$ cat config.mk
export PLATFORM = sky130hd
export DESIGN_NAME = fir_tap_sequencer
export DESIGN_NICKNAME = d
export VERILOG_FILES = /design/src/rtl/fir_tap_sequencer.sv
export SDC_FILE = /design/constraint.sdc
export NUM_CORES = 1
export LEC_CHECK = 0
export CORE_MARGIN = 4
export CORE_UTILIZATION = 50
export DETAILED_ROUTE_END_ITERATION = 10
export PLACE_DENSITY = 0.86
export SYNTH_ARGS = -nofsm -noshare
export SYNTH_HDL_FRONTEND = slang
export SYNTH_SLANG_ARGS = --single-unit
$ cat constraint.sdc
create_clock -name clk -period 3.9 [get_ports clk]
set_input_delay 0.585 -clock clk [delete_from_list [all_inputs] [get_ports clk]]
set_output_delay 0.585 -clock clk [all_outputs]
set_load 0.05 [all_outputs]
$ cat src/rtl/fir_tap_sequencer.sv
// Control sequencer for a single-MAC, time-multiplexed FIR datapath.
// Handles sample intake, circular delay-line writes, the tap sweep and delay-line zero-fill.
module fir_tap_sequencer #(
  parameter int N_TAPS     = 21,
  parameter int ADDR_WIDTH = 5,
  parameter int DATA_WIDTH = 16,
  parameter int MAC_LAT    = 2
) (
  input  logic                  clk,
  input  logic                  rst_n,
  input  logic [DATA_WIDTH-1:0] x_in,
  input  logic                  x_valid,
  output logic                  x_ready,
  input  logic                  flush_req,
  output logic                  wr_en,
  output logic [ADDR_WIDTH-1:0] wr_addr,
  output logic [DATA_WIDTH-1:0] wr_data,
  output logic [ADDR_WIDTH-1:0] rd_addr,
  output logic [ADDR_WIDTH-1:0] coef_addr,
  output logic                  mac_en,
  output logic                  mac_clr,
  output logic                  mac_last,
  output logic                  y_valid,
  output logic                  busy
);

  localparam int CW = (ADDR_WIDTH + 1 > 4) ? ADDR_WIDTH + 1 : 4;
  localparam logic [CW-1:0]         LAST_TAP   = CW'(N_TAPS - 1);
  localparam logic [CW-1:0]         LAST_DRAIN = (MAC_LAT > 0) ? CW'(MAC_LAT - 1) : '0;
  localparam logic [CW-1:0]         TAPS_EXT   = CW'(N_TAPS);
  localparam logic [ADDR_WIDTH-1:0] LAST_PTR   = ADDR_WIDTH'(N_TAPS - 1);

  typedef enum logic [2:0] {FLUSH, IDLE, WRITE, MAC, DRAIN, DONE} state_t;

  state_t                state_q, state_d;
  logic [CW-1:0]         cnt_q, cnt_d;
  logic [ADDR_WIDTH-1:0] wptr_q, wptr_d;
  logic                  pend_q, pend_d;
  logic [DATA_WIDTH-1:0] samp_q, samp_d;

  logic                  wr_en_nx, mac_en_nx, mac_clr_nx, mac_last_nx;
  logic                  y_valid_nx, x_ready_nx, busy_nx;
  logic [ADDR_WIDTH-1:0] wr_addr_nx, rd_addr_nx, coef_addr_nx;
  logic [DATA_WIDTH-1:0] wr_data_nx;
  logic [CW-1:0]         wp_ext, rd_diff;

  always_comb begin
    state_d = state_q;
    cnt_d   = cnt_q;
    wptr_d  = wptr_q;
    pend_d  = pend_q;
    samp_d  = samp_q;
    if (flush_req && state_q != FLUSH) pend_d = 1'b1;
    case (state_q)
      FLUSH: begin
        // Outputs show the next state, so right after reset (wr_en still low)
        // index 0 has not been presented yet and must not be skipped.
        if (!wr_en) begin
          cnt_d = '0;
        end else if (cnt_q == LAST_TAP) begin
          state_d = IDLE;
          cnt_d   = '0;
          wptr_d  = '0;
        end else begin
          cnt_d = cnt_q + CW'(1);
        end
      end
      IDLE: begin
        if (pend_d) begin
          state_d = FLUSH;
          cnt_d   = '0;
          pend_d  = 1'b0;
        end else if (x_valid) begin
          state_d = WRITE;
          samp_d  = x_in;
        end
      end
      WRITE: begin
        state_d = MAC;
        cnt_d   = '0;
      end
      MAC: begin
        if (cnt_q == LAST_TAP) begin
          cnt_d   = '0;
          state_d = (MAC_LAT == 0) ? DONE : DRAIN;
        end else begin
          cnt_d = cnt_q + CW'(1);
        end
      end
      DRAIN: begin
        if (cnt_q == LAST_DRAIN) begin
          cnt_d   = '0;
          state_d = DONE;
        end else begin
          cnt_d = cnt_q + CW'(1);
        end
      end
      DONE: begin
        wptr_d = (wptr_q == LAST_PTR) ? '0 : wptr_q + ADDR_WIDTH'(1);
        cnt_d  = '0;
        if (pend_d) begin
          state_d = FLUSH;
          pend_d  = 1'b0;
        end else begin
          state_d = IDLE;
        end
      end
      default: begin
        state_d = FLUSH;
        cnt_d   = '0;
      end
    endcase
  end

  // Registered Moore outputs are decoded from the state being entered.
  always_comb begin
    wr_en_nx     = 1'b0;
    wr_addr_nx   = '0;
    wr_data_nx   = '0;
    rd_addr_nx   = '0;
    coef_addr_nx = '0;
    mac_en_nx    = 1'b0;
    mac_clr_nx   = 1'b0;
    mac_last_nx  = 1'b0;
    y_valid_nx   = (state_d == DONE);
    x_ready_nx   = (state_d == IDLE);
    busy_nx      = (state_d != IDLE);
    wp_ext       = CW'(wptr_d);
    rd_diff      = (wp_ext >= cnt_d) ? wp_ext - cnt_d : wp_ext + TAPS_EXT - cnt_d;
    case (state_d)
      FLUSH: begin
        wr_en_nx   = 1'b1;
        wr_addr_nx = cnt_d[ADDR_WIDTH-1:0];
      end
      WRITE: begin
        wr_en_nx   = 1'b1;
        wr_addr_nx = wptr_d;
        wr_data_nx = samp_d;
      end
      MAC: begin
        mac_en_nx    = 1'b1;
        coef_addr_nx = cnt_d[ADDR_WIDTH-1:0];
        rd_addr_nx   = rd_diff[ADDR_WIDTH-1:0];
        mac_clr_nx   = (cnt_d == '0);
        mac_last_nx  = (cnt_d == LAST_TAP);
      end
      default: ;
    endcase
  end

  always_ff @(posedge clk or negedge rst_n) begin
    if (!rst_n) begin
      state_q   <= FLUSH;
      cnt_q     <= '0;
      wptr_q    <= '0;
      pend_q    <= 1'b0;
      samp_q    <= '0;
      wr_en     <= 1'b0;
      wr_addr   <= '0;
      wr_data   <= '0;
      rd_addr   <= '0;
      coef_addr <= '0;
      mac_en    <= 1'b0;
      mac_clr   <= 1'b0;
      mac_last  <= 1'b0;
      y_valid   <= 1'b0;
      x_ready   <= 1'b0;
      busy      <= 1'b0;
    end else begin
      state_q   <= state_d;
      cnt_q     <= cnt_d;
      wptr_q    <= wptr_d;
      pend_q    <= pend_d;
      samp_q    <= samp_d;
      wr_en     <= wr_en_nx;
      wr_addr   <= wr_addr_nx;
      wr_data   <= wr_data_nx;
      rd_addr   <= rd_addr_nx;
      coef_addr <= coef_addr_nx;
      mac_en    <= mac_en_nx;
      mac_clr   <= mac_clr_nx;
      mac_last  <= mac_last_nx;
      y_valid   <= y_valid_nx;
      x_ready   <= x_ready_nx;
      busy      <= busy_nx;
    end
  end

endmodule

======== Word level (Yosys, flattened, before mapping) ========
Cells that the tools add are included.
operators by class
  add/sub/neg operators ................... 5
  $lt $le $gt $ge ......................... 1
  multipliers ............................. 0
  reduce and logical (&&, ||, !) cells .... 7
  bitwise logic cells ..................... 0
  mux-type cells .......................... 31
  divide/modulo/power cells ............... 0
  shift operators ......................... 0
  equality and inequality tests ........... 14
operators with widths
  kind                                                  number
  two-way mux 16 bit                                    4
  two-way mux 5 bit                                     6
  two-way mux 6 bit                                     4
  one-hot mux 6 bit (4 select lines)                    1
  one-hot mux 5 bit (2 select lines)                    2
  two-way mux 3 bit                                     6
  one-hot mux 3 bit (6 select lines)                    1
  equality test 3 x 2 -> 1 bit (second input constant)  4
  equality test 6 x 5 -> 1 bit (second input constant)  2
  subtractor 5 bit                                      2
  equality test 3 bit (second input constant)           3
  two-way mux 1 bit                                     7
  adder 6 x 1 -> 6 bit (second input constant)          1
  equality test 3 x 1 -> 1 bit (second input constant)  2
  equality test 6 x 1 -> 1 bit (second input constant)  1
  >= comparator 5 x 6 -> 1 bit                          1
  logical NOT 3 bit                                     2
  logical NOT 6 bit                                     1
  adder 5 x 1 -> 5 bit (second input constant)          1
  adder 5 bit (second input constant)                   1
  equality test 5 bit (second input constant)           1
  OR reduction 2 bit                                    2
  != test 3 x 1 -> 1 bit (second input constant)        1
  nonzero test 3 bit                                    1
  logical AND 1 bit                                     1
storage, ports and cells
  output and inout bits ................... 38
  input port bits ......................... 20
  bits in latches ......................... 0
  word-level logic and storage cells ...... 74
  memory bits (writable) .................. 0
  memories kept ........................... 0
  bits in registers ....................... 69
  bits in read-only memories .............. 0

======== Longest topological paths before layout ========
Gate-level depths: netlist of run 1.
  depth in word-level cells ............... 8
  depth in mapped cells ................... 18
  depth with buffers taken out ............ 17

======== Worst setup path after synthesis of run 1 ========
OpenSTA, ideal clock, no wires.
  kind .................................... reg2reg
  start point ............................. register cnt_q[0]
  end point ............................... register rd_addr[2]
  clock period less this slack ............ 3.378 ns
  data required time ...................... 3.776 ns
  buffers on the path ..................... 1
  arrival ................................. 3.254 ns
  cell stages (with the launch flop) ...... 17
  path slack .............................. 0.522 ns
  cell sequence ........................... dfrtp_1 > clkbuf_1 > inv_1 > ha_1 > and3_2 > a2bb2oi_2 > or2_4 > nand2b_1 > a31oi_2 > inv_1 > ha_1 > nor2b_1 > o21ai_0 > a21boi_0 > o311ai_4 > mux2i_1 > nor2_1
on the way
  elaborated cells between the ends (all ways) .. 23
  classes of those cells .................. add/sub (4); order compare (1); eq/ne (3); mux (15)
RTL lines
  item                                                                         line    text
  from (decl)                                                                  36      logic [CW-1:0] cnt_q, cnt_d;
  from (signal assigned)                                                       171     cnt_q <= cnt_d;
  adder 6 x 1 -> 6 bit / equality test 6 x 5 -> 1 bit (equally long branches)  n/a
  two-way mux 6 bit                                                            60, 83
  two-way mux 6 bit                                                            58      if (!wr_en) begin
  one-hot mux 6 bit (4 select lines) (*)                                       54      case (state_q)
  named net cnt_d[2]                                                           36
  subtractor 5 bit / >= comparator 5 x 6 -> 1 bit (equally long branches)      129     rd_diff = (wp_ext >= cnt_d) ? wp_ext - cnt_d : wp_ext + TAPS_EXT - cnt_d;
  two-way mux 5 bit (*)                                                        129
  two-way mux 5 bit (*)                                                        130     case (state_d)
  named net rd_addr_nx[2]                                                      43      logic [ADDR_WIDTH-1:0] wr_addr_nx, rd_addr_nx, coef_addr_nx;
  to (signal assigned)                                                         178     rd_addr <= rd_addr_nx;
  to (decl)                                                                    18      output logic [ADDR_WIDTH-1:0] rd_addr,
Mark *: on every way through the listed nets, which the timed path passes. The rest lies on a longest branch.

======== Worst setup path in the final report of run 1 ========
  start point ............................. register state_q[0]
  end point ............................... register rd_addr[2]
on the way
  longest elaborated chain between the ends .. 8
  elaborated cells between the ends (all ways) .. 27
  classes of those cells .................. add/sub (3); order compare (1); eq/ne (6); mux (14); reduce/logical (3)
RTL lines
  item                                                                     line  text
  from (decl)                                                              35    state_t state_q, state_d;
  from (signal assigned)                                                   170   state_q <= state_d;
  nonzero test 3 bit                                                       53    if (flush_req && state_q != FLUSH) pend_d = 1'b1;
  logical AND 1 bit                                                        53
  two-way mux 1 bit                                                        53
  two-way mux 6 bit                                                        69    if (pend_d) begin
  one-hot mux 6 bit (4 select lines) (*)                                   54
  named net cnt_d[2]                                                       36
  subtractor 5 bit / >= comparator 5 x 6 -> 1 bit (equally long branches)  129
  two-way mux 5 bit (*)                                                    129
  two-way mux 5 bit (*)                                                    130
  named net rd_addr_nx[2]                                                  43
Marked as above.

==> results of run 1 <==
-- metrics by stage --
| step | hold slack [ps] | util (%) |
|---|---|---|
| after floorplan | 289.4 | - |
| final | 485.8 | 66.43 |
| after global routing | 593.4 | 66.43 |
| after detailed placement | 576.1 | 64.26 |
| after CTS | 527.4 | 66.43 |
| after global placement | 558.5 | 64.26 |
-- synthesized netlist by cell type, types with 2 or more instances --
master,n
fa_1,2
nand2_1,17
o22ai_2,2
a21o_1,3
nand2b_1,4
dfrtp_1,53
o21bai_1,2
a21oi_1,8
buf_2,3
o21ai_2,2
nor2_1,14
nor3_1,3
buf_6,2
and2_1,3
o22ai_1,2
o21ai_0,7
nand3_1,8
ha_1,16
xnor2_1,5
and3_1,20
a211oi_1,2
clkbuf_1,5
a31oi_2,2
inv_1,22
xor2_1,5
o2bb2ai_1,3
-- cell families after synthesis --
family / after synthesis / share of synthesized area, %
and+or+nand+nor: 87 / 19.73
DFF: 53 / 49.56
AOI/OAI and AO/OA: 44 / 12.90
buffers and inverters: 32 / 5.189
adders and majority gates: 18 / 8.976
xor gates and xnor gates: 10 / 3.272
muxes: 1 / 0.3740
-- registers in the layout (all words and copies together), names as in the netlist --
name / cells
wr_data: 16
cnt_q: 6
coef_addr: 5
rd_addr: 5
wptr_q: 5
wr_addr: 5
state_q: 3
busy: 1
mac_clr: 1
mac_en: 1
mac_last: 1
pend_q: 1
wr_en: 1
x_ready: 1
y_valid: 1
-- worst max-delay path by stage --
stage                  to  cells past startpoint  slack (ps)       start
5_1_grt        rd_addr[2]                     14          40    cnt_q[1]
4_1_cts        rd_addr[2]                     13         360  state_q[0]
6_report       rd_addr[2]                     13         330  state_q[0]
3_5_place_dp   rd_addr[2]                     13         310   flush_req
2_1_floorplan  rd_addr[2]                     16         520    cnt_q[0]
3_3_place_gp   rd_addr[2]                     13         430   flush_req
-- routing by layer --
metal / vias to the layer above / share of wire, % / track usage [%]
met1: 938 / 41 / 23.05
met4: 0 / 1.9 / 6.419
met3: 9 / 3.8 / 3.769
met2: 48 / 53 / 31.77
met5: - / 0 / 0
li1: 958 / - / -
-- cell type report --
cell class                      count  area [sq um]  area share [%]
Tap cell                           70         87.58           2.565
Multi-Input combinational cell    160          1211           35.47
Clock buffer                        6         72.57           2.125
Inverter                           22         82.58           2.418
Clock inverter                      2         38.79           1.136
Sequential cell                    53          1326           38.84
Timing Repair Buffer               61         595.6           17.44
-- report_power, final --
group | leakage, nW | internal [W] | switching, W
logic | 0.866 | 0.0000771 | 0.000113
registers | 0.721 | 0.000562 | 0.00000828
clock network | 0.0554 | 0.000193 | 0.000172
==> impl_metrics.yaml, run 1 <==
status:
  status: "finished clean"
worst_setup_path:
  critPathKind: "reg -> reg"
  worst_r2r_path_depth: 13
  crit_required_ps: 4090
  path_max_fanout: 13
  crit_path_end_kind: "flop"
  r2r_end: "rd_addr[2]"
  startpoint_type: "flop"
  r2r_setup_slack_ps: 330
  slowest_delay_ps: 540
  arrival_ps: 3760
  slowest_stage: "dfrtp_1"
  r2r_start: "state_q[0]"
  cp_cell_sequence: "nor4b_4 > a2bb2oi_2 > or2_4 > nand2b_1 > a31oi_2 > inv_1 > ha_1 > nor2b_1 > o21ai_0 > a21boi_0 > o311ai_4 > mux2i_1 > nor2_1"
  critPathTopFamily: "compound AO/OA/AOI/OAI gates"
  crit_buf_inv: 1
timing:
  fin_ws_ps: 331.7
  setup_viol: 0
  final.min_clock_period_ps: 3568
  rsz0062_at_grt: "no"
  max_freq_mhz: 280.2
  clock_skew_ps: 9.488
  drv_slew: 0
  hold_viol_final: 0
  slew_headroom_pct: 25.11
  fin_crit_sh_pct: 91.50
  max_slew.worst_pin.slew_ps: 1123
  setup_tns_ps: 0
die:
  die_area_sq_um: 6587
  die-width_um: 81.16
  core_sq_um: 5140
  die_height_um: 81.16
  start_util_pct: 52.07
  row_count: 26
  ios: 58
job:
  drv_cap: 0
yosys:
  synth.yosys.warnings: 0
  syn-num-nets: 283
  synth_flop_cell: "dfrtp_1"
  synth_cells: 245
  synth.distinct_cells: 56
  synth_top_cell_area_share_pct: 49.56
  syn_avg_cell_area_sq_um: 10.92
  synth_area_sq_um: 2676
  synthTopCellsByArea: "dfrtp_1 (50%), ha_1 (7.5%), and3_1 (4.7%)"
  yosysTopAreaCell: "dfrtp_1"
  ys_ff_latch: 53
  yosysSeqAreaShare_pct: 49.56
  synth_edf_count: 0
  async_flop_share_pct: 100.0
power_and_ir_drop:
  power.total_w: 0.001125
  leakage_nw: 1.642
  vdd_drop_max_uv: 198.2
  power_density_nw_per_um2: 329.4
hold_path:
  hp-class: "in -> async"
place:
  post-place-ws_ps: 309.0
  port_buffers: 57
  gp_congestion: 0.8594
  placed_cells: 366
  hpwl_um: 4195
  dpl_cell_area_sq_um: 3303
cells_and_area:
  syn_to_final_growth_pct: 27.58
  nets: 341
  final_cell_mix: "clkdlybuf4s50_1 (56), dfrtp_1 (53), inv_1 (22)"
  diodes: 0
  final_common_cell: "clkdlybuf4s50_1"
  final_area_sq_um: 3415
  fin_cells: 374
  fill_cells: 417
  final_layout_size_suffix_gt1_share_pct: 9.868
global_routing:
  grt_first_pass_wirelength_um: 9211
  grt.total_usage_pct: 18.47
  grt-ovfl-total: 0
  grt_max_degree: 54
  grt_pass1_vias: 1946
  antenna_found_initial: 0
route:
  firstDrtPassIters: 4
  avgRoutedWirePerCell_um: 15.00
  num_vias: 1953
  routed_wl_um: 5609
  viasPerCell: 5.222
  drc: 0
  ant_nets: 0
  drt-initial-drc-count: 128
cts:
  clockRootBuffer: "clkbuf_8"
  hold_buffers: 0
  post_cts_buffers: 0
  cts-buffers-inserted: 5
  post_cts_resized: 0
  clock_path_buffers: 2
  cts_tree: "built"
  clk_latency_ps: 310
  clock-sinks: 53
  clk_pin_slew_ps: 90
  cts_htree_levels: 2
No activity file was read; power rests on OpenSTA's default activity.
==> inputs of run 2 (changes only) <==
--- a/config.mk
+++ b/config.mk
@@ -5,10 +5,12 @@
 export SDC_FILE = /design/constraint.sdc
 export NUM_CORES = 1
 export LEC_CHECK = 0
+export CAP_MARGIN = 40
 export CORE_MARGIN = 4
 export CORE_UTILIZATION = 50
 export DETAILED_ROUTE_END_ITERATION = 10
 export PLACE_DENSITY = 0.86
+export SKIP_LAST_GASP = 1
 export SYNTH_ARGS = -nofsm -noshare
 export SYNTH_HDL_FRONTEND = slang
 export SYNTH_SLANG_ARGS = --single-unit
==> impl_metrics.yaml, run 2 (synthesis results as in run 1) <==
status:
  status: "finished clean"
cells_and_area:
  final_cell_mix: "clkdlybuf4s50_1 (56), dfrtp_1 (53), inv_1 (22)"
  fill_cells: 403
  final_layout_size_suffix_gt1_share_pct: 10.16
  syn_to_final_growth_pct: 28.33
  largest_register_ffs: 16
  nets: 342
  final_common_cell: "clkdlybuf4s50_1"
  reg_top3: "wr_data (16), cnt_q (6)"
  diodes: 0
  top_register: "wr_data"
timing:
  rsz0062_at_grt: "no"
  drv_slew: 0
  clock_skew_ps: 6.368
  max_slew.worst_pin.slew_ps: 718.0
  fin_crit_sh_pct: 91.94
  max_freq_mhz: 278.9
  slew_headroom_pct: 51.63
  setup_tns_ps: 0
  setup_viol: 0
  final.min_clock_period_ps: 3586
  hold_viol_final: 0
cts:
  clk_latency_ps: 300
  clockRootBuffer: "clkbuf_8"
  cts_htree_levels: 2
  cts-buffers-inserted: 5
  post_cts_buffers: 0
  hold_buffers: 0
  clock-sinks: 53
  clk_pin_slew_ps: 90
  cts_tree: "built"
  post_cts_resized: 0
  clock_path_buffers: 2
hold_path:
  hp-class: "in -> async"
route:
  firstDrtPassIters: 4
  drt-initial-drc-count: 132
  viasPerCell: 5.261
  drc: 0
  avgRoutedWirePerCell_um: 14.91
  ant_nets: 0
  routed_wl_um: 5591
  num_vias: 1973
worst_setup_path:
  path_max_fanout: 13
  cp-endpoint: "rd_addr[3]"
  crit_required_ps: 4110
  startpoint: "state_q[0]"
  crit_path_end_kind: "flop"
  arrival_ps: 3800
  critPathKind: "reg -> reg"
  r2r_end: "rd_addr[3]"
  r2r_start: "state_q[0]"
  r2r_setup_slack_ps: 310
  startpoint_type: "flop"
  worst_r2r_path_depth: 13
global_routing:
  grt_max_degree: 30
  grt-ovfl-total: 0
  grt_pass1_vias: 1914
  grt_first_pass_wirelength_um: 9266
  grt.total_usage_pct: 18.63
  antenna_found_initial: 0
die:
  die_area_sq_um: 6587
  start_util_pct: 52.07
  ios: 58
  core_sq_um: 5140
  row_count: 26
  die_height_um: 81.16
  die-width_um: 81.16
power_and_ir_drop:
  power_density_nw_per_um2: 327.3
  vdd_drop_max_uv: 147.9
  leakage_nw: 1.651
  power.total_w: 0.001124
place:
  gp_congestion: 0.8594
  hpwl_um: 4325
  port_buffers: 57
job:
  drv_cap: 0
run 2: cell types whose count changed in the layout (fill, tap and decap cells not counted):
cell,change
buf_12,+1
run 2: final cells by class:
class                      instances  area (sq um)  share of cell area [%]
clock inverter                     2         38.79                   1.129
timing repair buffer              62         615.6                   17.92
clock buffer                       6         72.57                   2.113
inverter                          22         82.58                   2.404
tap                               70         87.58                   2.550
multi-input combinational        160          1211                   35.26
sequential                        53          1326                   38.62
run 2: metrics by stage:
step | hold WS, ps | util, % | cell area [sq um] | std cells | setup slack [ps]
after floorplan | 289.4 | - | 2676 | 245 | 521.9
after global placement | 558.5 | 64.26 | 3303 | 366 | 427.4
after detailed placement | 577.3 | 64.65 | 3323 | 367 | 311.9
after CTS | 277.2 | 66.82 | 3435 | 375 | 354.4
after global routing | 306.2 | 66.82 | 3435 | 375 | 13.57
final | 264.5 | 66.82 | 3435 | 375 | 314.2
run 2: where the power goes:
part           switching, W  total [W]  leakage, nW  internal, W
combinational      0.000114   0.000193        0.875    0.0000792
sequential       0.00000837   0.000570        0.721     0.000562
clock              0.000168   0.000361       0.0554     0.000193
total              0.000291    0.00112         1.65     0.000834
run 2: layer usage:
metal | GRT usage, % | up-vias | part of all wire (%)
met4 | 6.588 | 0 | 1.8
met1 | 23.20 | 953 | 42
li1 | - | 957 | -
met2 | 31.86 | 53 | 52
met3 | 4.102 | 10 | 4.2
met5 | 0 | - | 0
run 2: critical path, stage by stage, from the launching register on:
cell and delay [ps]:
dfrtp_1 540, nor4b_4 480, a2bb2oi_2 240, or2_4 170
nand2b_1 60, a31oi_2 210, inv_1 60, ha_1 370
nor2b_1 160, o21ai_0 270, a21boi_0 200, o311ai_4 410
nor2_1 90, a211oi_1 230
run 2: worst min-delay path by stage:
stage	startpoint	endpoint	cells past startpoint
3_3_place_gp	pend_q	pend_q	2
2_1_floorplan	rst_n	busy	0
6_report	rst_n	mac_clr	1
4_1_cts	rst_n	rd_addr[4]	1
3_5_place_dp	pend_q	pend_q	2
5_1_grt	rst_n	wr_addr[3]	1
==> inputs of run 3 (changes only) <==
--- a/config.mk
+++ b/config.mk
@@ -5,12 +5,11 @@
 export SDC_FILE = /design/constraint.sdc
 export NUM_CORES = 1
 export LEC_CHECK = 0
-export CAP_MARGIN = 40
+export CAP_MARGIN = 20
 export CORE_MARGIN = 4
 export CORE_UTILIZATION = 50
 export DETAILED_ROUTE_END_ITERATION = 10
 export PLACE_DENSITY = 0.86
-export SKIP_LAST_GASP = 1
 export SYNTH_ARGS = -nofsm -noshare
 export SYNTH_HDL_FRONTEND = slang
 export SYNTH_SLANG_ARGS = --single-unit
==> impl_metrics.yaml, run 3 (synthesis results as in run 1) <==
route:
  viasPerCell: 5.251
  drc: 0
  routed_wl_um: 5654
  num_vias: 1969
  drt-initial-drc-count: 84
  avgRoutedWirePerCell_um: 15.08
  firstDrtPassIters: 4
  ant_nets: 0
power_and_ir_drop:
  power_density_nw_per_um2: 328.6
  p_int_w: 0.0008337
  switching_power_w: 0.0002947
  switching_share_pct: 26.12
  seq_power_share_pct: 50.5
  clkPwrFrac_pct: 32.3
  vdd_drop_max_uv: 198.9
  combinationalPowerShare_pct: 17.2
  power.total_w: 0.001128
  leakage_nw: 1.651
timing:
  rsz0062_at_grt: "no"
  setup_viol: 0
  hold_viol_final: 0
  slew_headroom_pct: 52.96
  max_freq_mhz: 278.3
  max_slew.worst_pin.slew_ps: 698.2
  setup_tns_ps: 0
  clock_skew_ps: 8.660
  final.min_clock_period_ps: 3594
  fin_crit_sh_pct: 92.14
  drv_slew: 0
die:
  core_sq_um: 5140
  die_height_um: 81.16
  start_util_pct: 52.07
  ios: 58
  row_count: 26
  die_area_sq_um: 6587
  die-width_um: 81.16
status:
  status: "finished clean"
worst_setup_path:
  startpoint_type: "flop"
  critPathKind: "reg -> reg"
  r2r_end: "rd_addr[1]"
  r2r_setup_slack_ps: 310
  path_max_fanout: 8
  startpoint: "cnt_q[1]"
  crit_path_end_kind: "flop"
  worst_r2r_path_depth: 14
  r2r_start: "cnt_q[1]"
  arrival_ps: 3820
  crit_required_ps: 4130
cts:
  cts_htree_levels: 2
  post_cts_buffers: 0
  hold_buffers: 0
  cts_tree: "built"
  clk_pin_slew_ps: 90
  post_cts_resized: 0
  clock_path_buffers: 2
  clockRootBuffer: "clkbuf_8"
  clk_latency_ps: 300
  clock-sinks: 53
  cts-buffers-inserted: 5
global_routing:
  grt_first_pass_wirelength_um: 9211
  met2_usage_pct: 31.77
  grt.total_usage_pct: 18.47
  antenna_found_initial: 0
  grt.met1_usage_pct: 23.05
  grt.busiest_layer: "met2"
  grt_max_degree: 54
  met3_usage_pct: 3.769
  grt_pass1_vias: 1946
  grt-ovfl-total: 0
cells_and_area:
  final_area_sq_um: 3435
  final_layout_size_suffix_gt1_share_pct: 10.16
  final_common_cell: "clkdlybuf4s50_1"
  final_cell_mix: "clkdlybuf4s50_1 (56), dfrtp_1 (53), inv_1 (22)"
  largest_register_ffs: 16
  nets: 342
  reg_top3: "wr_data (16), cnt_q (6)"
  top_register: "wr_data"
  syn_to_final_growth_pct: 28.33
  diodes: 0
place:
  hpwl_um: 4195
  dpl_cell_area_sq_um: 3303
  port_buffers: 57
  gp_congestion: 0.8594
hold_path:
  hp-class: "in -> async"
job:
  drv_cap: 0
-- run 3: cell counts in the layout (fill, tap and decap cells not counted) --
Identical to the previous run, type by type.
-- run 3: through the flow --
| stage | utilization [%] | setup slack [ps] | hold slack [ps] | instances |
|---|---|---|---|---|
| after global routing | 66.82 | 19.88 | 289.3 | 375 |
| after CTS | 66.43 | 359.9 | 527.4 | 374 |
| final | 66.82 | 306.4 | 256.9 | 375 |
| after global placement | 64.26 | 427.4 | 558.5 | 366 |
| after floorplan | - | 521.9 | 289.4 | 245 |
| after detailed placement | 64.26 | 309.0 | 576.1 | 366 |
-- run 3: cell type report --
| type | instances | area, sq um |
|---|---|---|
| Tap cell | 70 | 87.58 |
| Sequential cell | 53 | 1326 |
| Multi-Input combinational cell | 160 | 1211 |
| Fill cell | 412 | 1705 |
| Timing Repair Buffer | 62 | 615.6 |
| Clock buffer | 6 | 72.57 |
| Inverter | 22 | 82.58 |
| Clock inverter | 2 | 38.79 |
-- run 3: power groups by stage --
stage | registers [W] | clock network (W) | logic (W)
4_1_cts | 0.000570 | 0.000371 | 0.000192
2_1_floorplan | 0.000613 | 0 | 0.0000911
3_5_place_dp | 0.000581 | 0 | 0.000191
3_3_place_gp | 0.000581 | 0 | 0.000187
6_report | 0.000570 | 0.000364 | 0.000194
5_1_grt | 0.000572 | 0.000397 | 0.000211
-- run 3: worst max-delay path by stage --
stage,to,slack (ps),depth (start not counted)
after floorplan,rd_addr[2],520,16
after global placement,rd_addr[2],430,13
after detailed placement,rd_addr[2],310,13
after CTS,rd_addr[2],360,13
after global routing,rd_addr[2],20,14
final,rd_addr[1],310,14
-- run 3: critical path: stages, from the launching register on --
cell and delay (ps):
dfrtp_1 410, inv_1 100, ha_1 190, and3_2 210
and2_1 210, a21oi_1 310, a21oi_1 190, ha_1 250
fa_1 420, nor2b_1 120, o21ai_0 130, a21boi_0 370
o311ai_4 190, or2_0 240, a21oi_1 160
-- run 3: per-layer routing --
layer	wire length [um]	part of all wire, %
met1	2403	43
met3	219	3.9
met4	78	1.4
met5	0	0
met2	2952	52
